[config.mk]
export PLATFORM = sky130hd
export DESIGN_NAME = periph_offset_decoder
export DESIGN_NICKNAME = d
export VERILOG_FILES = /design/src/rtl/periph_bus_pkg.sv /design/src/rtl/periph_wait_timer.sv /design/src/rtl/periph_offset_decoder.sv
export SDC_FILE = /design/constraint.sdc
export NUM_CORES = 1
export LEC_CHECK = 0
export CORE_ASPECT_RATIO = 1.25
export CORE_MARGIN = 2
export CORE_UTILIZATION = 60
export CTS_CLUSTER_DIAMETER = 50
export CTS_CLUSTER_SIZE = 8
export DETAILED_ROUTE_END_ITERATION = 16
export DONT_BUFFER_PORTS = 1
export PLACE_DENSITY_LB_ADDON = 0.05
export SYNTH_ARGS = -nofsm -noshare
export SYNTH_HDL_FRONTEND = slang
export SYNTH_SLANG_ARGS = --single-unit
[constraint.sdc]
create_clock -name clk -period 6.8 [get_ports clk]
set_input_delay 0.68 -clock clk [delete_from_list [all_inputs] [get_ports clk]]
set_output_delay 0.68 -clock clk [all_outputs]
set_load 0.005 [all_outputs]
[src/rtl/periph_bus_pkg.sv]
// Shared types and limits for the peripheral bus offset decoders.
package periph_bus_pkg;

  localparam int MAX_REGS = 32;
  localparam int MAX_WAIT = 15;

  typedef enum logic [1:0] {
    IDLE,
    WAIT,
    STALL
  } periph_dec_state_t;

  // Error cause of a grant; kept as a type so status logging can reuse it.
  typedef enum logic [1:0] {
    ERR_NONE,
    ERR_UNMAPPED,
    ERR_TIMEOUT
  } periph_err_t;

endpackage

[src/rtl/periph_wait_timer.sv]
// Wait-state down-counter plus saturating stall counter for the offset decoder.
module periph_wait_timer #(
  parameter int WAIT_W  = 4,
  parameter int TIMEOUT = 255,
  localparam int CNT_W  = $clog2(TIMEOUT + 1)
) (
  input  logic              clk,
  input  logic              rst,
  input  logic              load,
  input  logic [WAIT_W-1:0] load_val,
  input  logic              tick,
  input  logic              stall,
  output logic              wait_done,
  output logic              timeout
);

  logic [WAIT_W-1:0] wait_cnt;
  logic [CNT_W-1:0]  stall_cnt;

  // A load may coincide with the first stalled cycle (zero wait states).
  always_ff @(posedge clk or posedge rst) begin
    if (rst) begin
      wait_cnt  <= '0;
      stall_cnt <= '0;
    end else if (load) begin
      wait_cnt  <= load_val;
      stall_cnt <= stall ? CNT_W'(1) : '0;
    end else begin
      if (tick && wait_cnt != '0)
        wait_cnt <= wait_cnt - WAIT_W'(1);
      if (stall && stall_cnt != '1)
        stall_cnt <= stall_cnt + CNT_W'(1);
    end
  end

  assign wait_done = (wait_cnt <= WAIT_W'(1));
  assign timeout   = (stall_cnt >= CNT_W'(TIMEOUT));

endmodule

[src/rtl/periph_offset_decoder.sv]
// Decodes bus offsets onto NUM_REGS word registers and drives gnt/rvalid,
// with optional wait states, ready back-pressure and an error timeout.
//
// state | meaning
// IDLE  | no transaction held; decode and grant zero-latency hits/misses
// WAIT  | accepted hit counting down wait states
// STALL | wait done, holding for reg_ready[idx] or the timeout
module periph_offset_decoder
  import periph_bus_pkg::*;
#(
  parameter int                     NUM_REGS    = 5,
  parameter int                     OFFSET_W    = 12,
  parameter logic [NUM_REGS*16-1:0] REG_OFFSETS = {16'h000, 16'h004, 16'h008, 16'h00c, 16'h010},
  parameter int                     WAIT_STATES = 0,
  parameter int                     TIMEOUT     = 255,
  localparam int                    IDX_W       = (NUM_REGS > 1) ? $clog2(NUM_REGS) : 1
) (
  input  logic                clk,
  input  logic                rst,
  input  logic                req,
  input  logic                we,
  input  logic [31:0]         addr,
  input  logic [NUM_REGS-1:0] reg_ready,
  output logic                gnt,
  output logic                rvalid,
  output logic                err,
  output logic [NUM_REGS-1:0] sel,
  output logic [IDX_W-1:0]    sel_idx,
  output logic                wr_stb,
  output logic                rd_stb
);

  localparam int WAIT_W = $clog2(MAX_WAIT + 1);

  periph_dec_state_t state_q, state_d;
  periph_err_t       err_kind;
  logic [IDX_W-1:0]  idx_q, dec_idx, g_idx;
  logic              we_q, g_we, dec_hit, gnt_c, ok_grant;
  logic              wt_load, wt_tick, wt_stall, wait_done, timeout;
  logic              unused_addr;

  assign unused_addr = ^addr[31:OFFSET_W];

  // Entry 0 is the leftmost field of REG_OFFSETS; descending scan lets the lowest index win.
  always_comb begin
    dec_hit = 1'b0;
    dec_idx = '0;
    for (int i = NUM_REGS - 1; i >= 0; i--) begin
      if (addr[OFFSET_W-1:0] == REG_OFFSETS[(NUM_REGS-1-i)*16 +: OFFSET_W] &&
          addr[1:0] == 2'b00) begin
        dec_hit = 1'b1;
        dec_idx = IDX_W'(i);
      end
    end
  end

  always_comb begin
    state_d  = state_q;
    gnt_c    = 1'b0;
    err_kind = ERR_NONE;
    wt_load  = 1'b0;
    wt_tick  = 1'b0;
    wt_stall = 1'b0;
    g_idx    = (state_q == IDLE) ? dec_idx : idx_q;
    g_we     = (state_q == IDLE) ? we : we_q;
    case (state_q)
      IDLE: if (req) begin
        if (!dec_hit) begin
          gnt_c    = 1'b1;
          err_kind = ERR_UNMAPPED;
        end else if (WAIT_STATES == 0 && reg_ready[dec_idx]) begin
          gnt_c = 1'b1;
        end else begin
          // With no wait states the acceptance cycle is already a stalled cycle.
          wt_load  = 1'b1;
          wt_stall = (WAIT_STATES == 0);
          state_d  = (WAIT_STATES == 0) ? STALL : WAIT;
        end
      end
      WAIT: if (!req) begin
        state_d = IDLE;
      end else begin
        wt_tick = 1'b1;
        if (wait_done) begin
          if (reg_ready[idx_q]) begin
            gnt_c = 1'b1;
          end else begin
            wt_stall = 1'b1;
            state_d  = STALL;
          end
        end
      end
      STALL: if (!req) begin
        state_d = IDLE;
      end else if (reg_ready[idx_q]) begin
        gnt_c = 1'b1;
      end else if (timeout) begin
        gnt_c    = 1'b1;
        err_kind = ERR_TIMEOUT;
      end else begin
        wt_stall = 1'b1;
      end
      default: state_d = IDLE;
    endcase
    if (gnt_c)
      state_d = IDLE;
  end

  always_ff @(posedge clk or posedge rst) begin
    if (rst) begin
      state_q <= IDLE;
      idx_q   <= '0;
      we_q    <= 1'b0;
      rvalid  <= 1'b0;
      err     <= 1'b0;
    end else begin
      state_q <= state_d;
      if (state_q == IDLE && req) begin
        idx_q <= dec_idx;
        we_q  <= we;
      end
      rvalid <= gnt;
      err    <= gnt & (err_kind != ERR_NONE);
    end
  end

  periph_wait_timer #(
    .WAIT_W  (WAIT_W),
    .TIMEOUT (TIMEOUT)
  ) u_timer (
    .clk       (clk),
    .rst       (rst),
    .load      (wt_load),
    .load_val  (WAIT_W'(WAIT_STATES)),
    .tick      (wt_tick),
    .stall     (wt_stall),
    .wait_done (wait_done),
    .timeout   (timeout)
  );

  assign gnt      = gnt_c & ~rst;
  assign ok_grant = gnt & (err_kind == ERR_NONE);
  assign sel_idx  = ok_grant ? g_idx : '0;
  assign wr_stb   = ok_grant & g_we;
  assign rd_stb   = ok_grant & ~g_we;

  always_comb begin
    sel = '0;
    if (ok_grant)
      sel[g_idx] = 1'b1;
  end

endmodule
==> results of run 1 <==
-- worst paths after layout --
check / startpoint / end / slack (ns) / depth (start not counted)
worst max-delay path: addr[3] / rd_stb / 3.55 / 6
worst min-delay path: rst / u_timer.stall_cnt[5] / 0.34 / 1
worst max register to register: idx_q[1] / u_timer.stall_cnt[7] / 4.55 / 5
worst min register to register: we_q / we_q / 0.52 / 1
max in group asynchronous: rst / u_timer.stall_cnt[4] / 6.08 / 1
min in group clk: addr[4] / idx_q[1] / 0.50 / 1
-- power by group --
group          leakage, nW  switching (mW)  internal [mW]
Sequential           0.200         0.00104         0.0908
Combinational        0.217         0.00635        0.00480
Clock               0.0150          0.0255         0.0227
-- sequential cells by signal, summed over array words and instances (netlist names) --
signal             count
state_q                1
u_timer.stall_cnt      8
idx_q                  3
err                    1
rvalid                 1
we_q                   1
-- stage by stage --
step                      worst slack, ns  instance area, sq um  power [mW]
after floorplan                      3.68                  1010       0.103
after global placement               3.56                  1010       0.105
after detailed placement             3.53                  1010       0.105
after CTS                            3.54                  1040       0.153
after global routing                 3.34                  1040       0.159
final                                3.55                  1040       0.151
-- placed cells by master, fill, tap and decap left out, drive strengths merged, types with 3 or more instances in the layout --
cell / count
clkbuf: 4
o21ai: 8
nor3: 3
or3: 3
o31ai: 3
dfrtp: 15
a21oi: 7
nor2: 16
nor2b: 3
xor2: 6
nand2: 10
inv: 7
nand3: 4
nand2b: 3
-- worst max-delay path: cells and delay by family --
kind	cells	cell delay [ns]
and+or+nand+nor	5	1.28
AOI/OAI and AO/OA	1	0.61
-- routing by layer --
metal	up-vias	track usage, %	wire (um)
li1	423	-	-
met1	405	26.3	731
met2	21	38.9	1110
met3	2	1.35	94
met4	0	8.33	14
met5	-	0	0
-- cells by family (layout without fill, tap and decap cells) --
kind of cell,Yosys count,in the layout
flip-flops,15,15
multiplexers,4,4
AND/OR/NAND/NOR,53,53
adder cells (fa/ha/maj),1,1
XOR/XNOR,6,6
AO/OA/AOI/OAI,28,28
buffers and inverters,11,11
-- layout make-up --
cell class | instances | share of cell area, %
Inverter | 7 | 2.52
Sequential cell | 15 | 36.1
Multi-Input combinational cell | 92 | 56.7
Clock buffer | 4 | 2.52
Tap cell | 18 | 2.16
==> results.json, run 1 <==
{
  "holdWs_ns": 0.344,
  "antenna_left": 0,
  "initial_utilization_pct": 63.8,
  "antenna_found_initial": 0,
  "nFillCells": 148,
  "synthTopCellsByCount": "nor2_1 (16), dfrtp_1 (15), nand2_1 (10)",
  "cp_max_fo": 10,
  "slew_violations": 0,
  "coreArea_sq_um": 1580,
  "place.gp.congestion": 0.774,
  "start_kind": "input port",
  "yosysUniqueCellTypes": 36,
  "routed_via_density": 6.26,
  "cpMaxStageDelayCell": "a2111oi_4",
  "yosys.area_share.simple_pct": 26.8,
  "finalSetupTns_ns": 0,
  "setup_viol": 0,
  "fin_crit_ns": 3.25,
  "skew_ns": 0.00359,
  "post_cts_resized": 0,
  "drc_errors": 0,
  "die_x_um": 40.7,
  "ioPinCount": 54,
  "crit_type": "in2out",
  "slowest_delay_ns": 0.61,
  "first_global_vias": 775,
  "syn_inst": 118,
  "portBuffers": 0,
  "worstMarginPinSlew_ns": 0.667,
  "grt_max_degree": 17,
  "antenna_cells": 0,
  "hold_path.class": "in2async",
  "muxShareOfSynthArea_pct": 5.33,
  "cts_hold_buf": 0,
  "yosys_warnings": 0,
  "areaGrowthSynthToFinish_pct": 3.23,
  "postLayoutCoreUtil_pct": 65.8,
  "cts.sinks": 15,
  "yosysTopAreaCellShare_pct": 37.2,
  "multi_input_area_sq_um": 591,
  "synth_top_area_cell": "dfrtp_1",
  "cp_cell_sequence": "or3b_4 > or2_4 > a2111oi_4 > nand3b_1 > or3_1 > nor2b_1",
  "rows": 16,
  "synthAdderAreaFrac_pct": 1.24,
  "routed_wl_mm": 1.95,
  "rsz0062_at_grt": "no",
  "h-tree-depth": 1,
  "synth.most_common_cell": "nor2_1",
  "synth-seq-cells": 15,
  "synth_top_family_by_area": "simple AND/OR/NAND/NOR gates",
  "hpwlAfterDp_mm": 1.54,
  "cellLeakagePower_nw": 0.431,
  "syn_area_per_cell_sq_um": 8.55,
  "synth.area.top_cells": "dfrtp_1 (37%), nor2_1 (6.0%), xor2_1 (5.2%)",
  "fin_crit_sh_pct": 47.8,
  "cp.required_ns": 6.12,
  "die-area_sq_um": 2030,
  "fmax_mhz": 307,
  "cap_violations": 0,
  "ir_drop_v": 0.000129,
  "drive_gt1_share_pct": 8.47,
  "die_height_um": 49.8,
  "cts_buffers": 3,
  "cts_root_buf": "clkbuf_4",
  "overflow": 0,
  "ys_async_sr_fraction_pct": 100,
  "layoutNonFillerInstCount": 136,
  "status": "complete, no violations",
  "synth_xor_area_share_pct": 5.21,
  "maxSlewHeadroom_pct": 55.5,
  "synth_edf_count": 0,
  "hold_viol_final": 0,
  "cts_tree": "built",
  "grt_pass1_wl_mm": 3.16,
  "final_nets": 161,
  "track_usage_pct": 22.2,
  "seq_area_sq_um": 375,
  "synthFlopType": "dfrtp_1",
  "synth_area_sq_um": 1010,
  "end_kind": "output pin",
  "clk_path_buf_depth": 2,
  "drtIter0Drc": 6,
  "cts_setup_buffers": 0,
  "yosysSeqAreaShare_pct": 37.2,
  "vias": 851,
  "synth_compound_area_share_pct": 20.0,
  "wire_per_inst_um": 14.3,
  "clock_latency_ns": 0.27,
  "dp_cells": 132,
  "syn-num-nets": 160,
  "clk_pin_slew_ns": 0.08,
  "power-per-cell-area_nw_per_um2": 145,
  "cp_data_arrival_time_ns": 2.57,
  "firstDrtPassIters": 6
}
No activity file was read; power rests on OpenSTA's default activity.
==> run 2, diff against run 1 <==
--- a/config.mk
+++ b/config.mk
@@ -7,7 +7,7 @@
 export LEC_CHECK = 0
 export CORE_ASPECT_RATIO = 1.25
 export CORE_MARGIN = 2
-export CORE_UTILIZATION = 60
+export CORE_UTILIZATION = 54
 export CTS_CLUSTER_DIAMETER = 50
 export CTS_CLUSTER_SIZE = 8
 export DETAILED_ROUTE_END_ITERATION = 16
==> constraint.sdc (replaced) <==
create_clock -name clk -period 2.9 [get_ports clk]
set_input_delay 0.29 -clock clk [delete_from_list [all_inputs] [get_ports clk]]
set_output_delay 0.29 -clock clk [all_outputs]
set_load 0.005 [all_outputs]
==> run 2 against run 1 <==
Compared with the run above: combinational power grew to 2.5 times the previous value; clock power is 140% higher; cell count increased by 4.4%; worst hold slack lost 0.24 ns; global-route usage decreased by 1.5 points; via count up 0.82%; core utilization is 4.5 points lower; sequential power grew 130%; cell area grew 4.0%; power up 140%; die area rose by 10%; sequential share of layout area decreased by 1.4 points; highest routed layer unchanged.
==> results.json, run 2 (same netlist as run 1, synthesis figures left out) <==
{
  "routed_wl_mm": 2.08,
  "final_common_cell": "nor2_1",
  "rsz0062_at_grt": "no",
  "cp_max_fo": 13,
  "grt_pass1_wl_mm": 3.51,
  "first_global_vias": 831,
  "place.gp.congestion": 0.860,
  "overflow": 0,
  "cap_violations": 0,
  "power-per-cell-area_nw_per_um2": 333,
  "wire_per_inst_um": 14.7,
  "end_kind": "output pin",
  "initial_utilization_pct": 57.1,
  "fmax_mhz": 411,
  "status": "complete, no violations",
  "cellLeakagePower_nw": 0.456,
  "holdCritStartpoint": "addr[4]",
  "rows": 17,
  "fin_crit_ns": 2.43,
  "swShare_pct": 22.6,
  "grt_use_met3_pct": 2.07,
  "die_x_um": 42.7,
  "timing.rr.start": "idx_q[1]",
  "drc_errors": 0,
  "vias": 858,
  "ir_drop_v": 0.000231,
  "clk_pin_slew_ns": 0.09,
  "cp_data_arrival_time_ns": 2.14,
  "power_frac_comb_pct": 7.8,
  "hpwlAfterDp_mm": 1.55,
  "slew_violations": 0,
  "coreArea_sq_um": 1770,
  "worstMarginPinSlew_ns": 0.427,
  "use_met1_pct": 22.7,
  "portBuffers": 0,
  "p_int_uw": 279,
  "antenna_cells": 0,
  "seq_power_share_pct": 59.6,
  "hold_depth": 1,
  "largest-register": "u_timer.stall_cnt",
  "clock_latency_ns": 0.28,
  "place_ws_ns": 0.561,
  "h-tree-depth": 1,
  "cts.sinks": 15,
  "antenna_left": 0,
  "hold_path.class": "in2reg",
  "drtIter0Drc": 6,
  "firstDrtPassIters": 4,
  "routed_via_density": 6.04,
  "reg2reg_depth": 6,
  "die-area_sq_um": 2230,
  "ioPinCount": 54,
  "mostFrequentLayoutCells": "nor2_1 (16), dfrtp_1 (15), nand2_1 (10)",
  "finalSetupTns_ns": 0,
  "maxSlewHeadroom_pct": 71.5,
  "r2r_slack_ns": 0.92,
  "crit_type": "reg2out",
  "cts_buffers": 3,
  "areaGrowthSynthToFinish_pct": 7.32,
  "worst_slack_ns": 0.469,
  "drive_gt1_share_pct": 11.4,
  "reg.largest.list": "u_timer.stall_cnt x8, idx_q x3",
  "track_usage_pct": 20.7,
  "hold_viol_final": 0,
  "cp.required_ns": 2.61,
  "top_usage_layer": "met2",
  "die_height_um": 52.3,
  "largest_reg_flops": 8,
  "final_nets": 166,
  "cts_root_buf": "clkbuf_4",
  "r2r-end": "u_timer.stall_cnt[7]",
  "antenna_found_initial": 0,
  "cts_tree": "built",
  "whs_endpoint": "idx_q[1]",
  "use_met2_pct": 39.4,
  "clk_path_buf_depth": 2,
  "start_kind": "flop",
  "grt_max_degree": 17,
  "fin_crit_sh_pct": 83.8,
  "setup_viol": 0,
  "clockPowerShare_pct": 32.5,
  "skew_ns": 0.00708,
  "p_switching_uw": 81.4
}
==> run 2: cell count changes in the layout (fill, tap and decap cells not counted) <==
cell,change
buf_4,+4
dlygate4sd3_1,+1
==> run 2: final cells by class <==
cell class | count | area (sq um)
fillers | 177 | 683
multi-input cells | 92 | 591
flip-flops and latches | 15 | 375
repair buffers | 5 | 40.0
clock buffers | 4 | 26.3
inverters | 7 | 26.3
well taps | 19 | 23.8
==> run 2: power by group through the flow <==
stage | logic, mW | registers [mW] | clock network [mW]
floorplan | 0.0227 | 0.219 | 0
global placement | 0.0269 | 0.219 | 0
detailed placement | 0.0274 | 0.219 | 0
CTS | 0.0288 | 0.215 | 0.122
global route | 0.0325 | 0.216 | 0.131
finish | 0.0282 | 0.215 | 0.117
==> run 2: how the worst max path moves through the flow <==
stage / startpoint / end / slack, ns / cells after the start
final: state_q[1] / sel[1] / 0.47 / 5
after global routing: state_q[1] / sel[0] / 0.33 / 5
after CTS: state_q[1] / sel[0] / 0.46 / 5
after detailed placement: addr[3] / sel[0] / 0.56 / 7
after global placement: addr[3] / sel[4] / 0.56 / 7
after floorplan: addr[3] / sel[0] / 0.56 / 7
==> run 2: routing by layer <==
metal / vias up / part of all wire (%)
met5: - / 0
met4: 0 / 1.2
met1: 403 / 40
met2: 21 / 55
li1: 430 / -
met3: 4 / 4.1
==> run 2: through the flow <==
step / std cells / hold WS, ns / util [%] / area (sq um) / power (mW)
after floorplan: 118 / 0.200 / - / 1010 / 0.242
after global placement: 137 / 0.195 / 59.2 / 1050 / 0.246
after detailed placement: 137 / 0.196 / 59.2 / 1050 / 0.247
after CTS: 142 / 0.0989 / 61.3 / 1080 / 0.366
after global routing: 142 / 0.0919 / 61.3 / 1080 / 0.379
final: 142 / 0.100 / 61.3 / 1080 / 0.361
==> run 2: worst max-delay path, cell delays in order, from the launching register on <==
cell	delay [ns]
dfrtp_1	0.61
a2111oi_4	0.05
buf_4	0.19
nand3b_1	0.22
or3_1	0.50
nor3b_1	0.29
==> run 2: what timing repair did <==
| item | CTS | global route |
|---|---|---|
| buffers inserted | 0 | 0 |
| hold endpoints to repair | 15 | 0 |
| hold buffers | 1 | 0 |
| resized for setup | 0 | 0 |
==> run 3, diff against run 2 <==
--- a/config.mk
+++ b/config.mk
@@ -7,7 +7,7 @@
 export LEC_CHECK = 0
 export CORE_ASPECT_RATIO = 1.25
 export CORE_MARGIN = 2
-export CORE_UTILIZATION = 54
+export CORE_UTILIZATION = 60
 export CTS_CLUSTER_DIAMETER = 50
 export CTS_CLUSTER_SIZE = 8
 export DETAILED_ROUTE_END_ITERATION = 16
==> constraint.sdc (replaced) <==
create_clock -name clk -period 2.4 [get_ports clk]
set_input_delay 0.24 -clock clk [delete_from_list [all_inputs] [get_ports clk]]
set_output_delay 0.24 -clock clk [all_outputs]
set_load 0.005 [all_outputs]
==> run 3 against run 2 <==
Compared with the run above: register-to-register slack worse by 0.55 ns; highest routed layer unchanged; cell count unchanged; clock-buffer cell count stayed put; sequential share of layout area fell by 0.59 points; flip-flop and latch count unchanged; clock skew is 0.0044 ns lower; core utilization increased by 8.6 points; power up 21%; clock power is 22% higher; worst hold slack got worse by 0.053 ns.
==> results.json, run 3 (same netlist as run 1, synthesis figures left out) <==
{
  "cp.required_ns": 2.16,
  "antenna_left": 0,
  "hold_path.class": "in2reg",
  "clk_path_buf_depth": 2,
  "status": "complete, no violations",
  "drive_gt1_share_pct": 15.3,
  "drc_errors": 0,
  "largest_reg_flops": 8,
  "hpwlAfterDp_mm": 1.64,
  "cts_setup_buffers": 0,
  "final_nets": 167,
  "power-per-cell-area_nw_per_um2": 396,
  "die_x_um": 40.7,
  "wire_per_inst_um": 15.2,
  "drtIter0Drc": 9,
  "cellLeakagePower_nw": 0.466,
  "cts_tree": "built",
  "first_global_vias": 879,
  "largest-register": "u_timer.stall_cnt",
  "antenna_found_initial": 0,
  "firstDrtPassIters": 4,
  "die_height_um": 49.8,
  "cts.sinks": 15,
  "fin_crit_sh_pct": 90.8,
  "portBuffers": 0,
  "layoutNonFillerInstCount": 142,
  "dp_cells": 137,
  "cpMaxStageDelayCell": "dfrtp_1",
  "clockPowerShare_pct": 32.6,
  "seq_power_share_pct": 59.5,
  "r2r_slack_ns": 0.37,
  "areaGrowthSynthToFinish_pct": 9.55,
  "routed_via_density": 6.37,
  "cp_cell_sequence": "mux4_2 > a21oi_1 > buf_4 > or3_4 > nor3b_2",
  "grt_max_degree": 16,
  "ir_drop_v": 0.000368,
  "cts_root_buf": "clkbuf_4",
  "clk_pin_slew_ns": 0.08,
  "rows": 16,
  "power_frac_comb_pct": 7.9,
  "cts_buffers": 3,
  "skew_ns": 0.00267,
  "slowest_delay_ns": 0.43,
  "path_buf_inv": 1,
  "end_kind": "output pin",
  "mostFrequentLayoutCells": "nor2_1 (16), dfrtp_1 (14), nand2_1 (10)",
  "ioPinCount": 54,
  "track_usage_pct": 24.4,
  "place.gp.congestion": 0.767,
  "worstMarginPinSlew_ns": 0.452,
  "h-tree-depth": 1,
  "crit_type": "reg2out",
  "reg.largest.list": "u_timer.stall_cnt x8, idx_q x3",
  "antenna_cells": 0,
  "coreArea_sq_um": 1580,
  "rsz0062_at_grt": "no",
  "hold_viol_final": 0,
  "overflow": 0,
  "final_common_cell": "nor2_1",
  "cp_data_arrival_time_ns": 1.94,
  "swShare_pct": 22.8,
  "grt_pass1_wl_mm": 3.41,
  "initial_utilization_pct": 63.8,
  "p_switching_uw": 99.6,
  "cp_max_fo": 7,
  "maxSlewHeadroom_pct": 69.9,
  "clock_latency_ns": 0.28,
  "finalSetupTns_ns": 0,
  "routed_wl_mm": 2.15,
  "p_int_uw": 338,
  "slew_violations": 0,
  "setup_viol": 0,
  "vias": 904,
  "fmax_mhz": 459,
  "cap_violations": 0,
  "start_kind": "flop",
  "fin_crit_ns": 2.18,
  "cpLargestDelayFamily": "simple AND/OR/NAND/NOR gates",
  "die-area_sq_um": 2030
}
## run 3: repair_timing
item / in CTS / in global routing
hold buffers: 1 / 0
endpoints found under the hold margin: 15 / 0
resized for setup: 0 / 4
setup endpoints to repair: 0 / 2
## run 3: power by group through the flow
| stage | clock network, mW | logic [mW] | registers, mW |
|---|---|---|---|
| final | 0.143 | 0.0344 | 0.260 |
| after global routing | 0.156 | 0.0392 | 0.261 |
| after CTS | 0.146 | 0.0349 | 0.260 |
| after detailed placement | 0 | 0.0331 | 0.265 |
| after global placement | 0 | 0.0325 | 0.265 |
| after floorplan | 0 | 0.0274 | 0.265 |
## run 3: final timing paths
kind                       startpoint                    to  depth (start not counted)
max                          idx_q[1]                sel[1]                          5
min in group asynchronous         rst              idx_q[1]                          3
max reg2reg                  idx_q[1]  u_timer.stall_cnt[7]                          6
min reg2reg                      we_q                  we_q                          1
min                           addr[4]              idx_q[1]                          1
max in group asynchronous         rst            state_q[1]                          3
## run 3: final cells by class
class | instances | area, sq um
clock buffers | 4 | 26.3
fillers | 150 | 477
inverters | 7 | 26.3
multi-input cells | 92 | 606
flip-flops and latches | 15 | 377
well taps | 18 | 22.5
repair buffers | 6 | 47.5
## run 3: worst register-to-register path: stages, from the launching register on
cell	delay [ns]
dfrtp_1	0.42
mux4_2	0.51
a21oi_1	0.23
buf_4	0.18
o21ai_2	0.07
or4_1	0.49
nand2_1	0.08
## run 3: per-stage QoR
step | hold slack, ns | instance area, sq um | util (%) | power [mW] | worst slack, ns
2_1_floorplan | 0.150 | 1010 | - | 0.292 | 0.161
3_3_place_gp | 0.185 | 1050 | 66.5 | 0.298 | 0.164
3_5_place_dp | 0.191 | 1050 | 66.5 | 0.299 | 0.143
4_1_cts | 0.0436 | 1090 | 68.8 | 0.441 | 0.0717
5_1_grt | 0.0333 | 1100 | 69.9 | 0.457 | 0.103
6_report | 0.0471 | 1100 | 69.9 | 0.437 | 0.222
## run 3: layer usage
metal  track usage [%]  vias to the layer above  wire (um)
met5                 0                        -          0
met4              12.8                        0         44
met3              4.50                        5        102
met2              42.3                       29       1190
met1              25.7                      431        816
li1                  -                      439          -
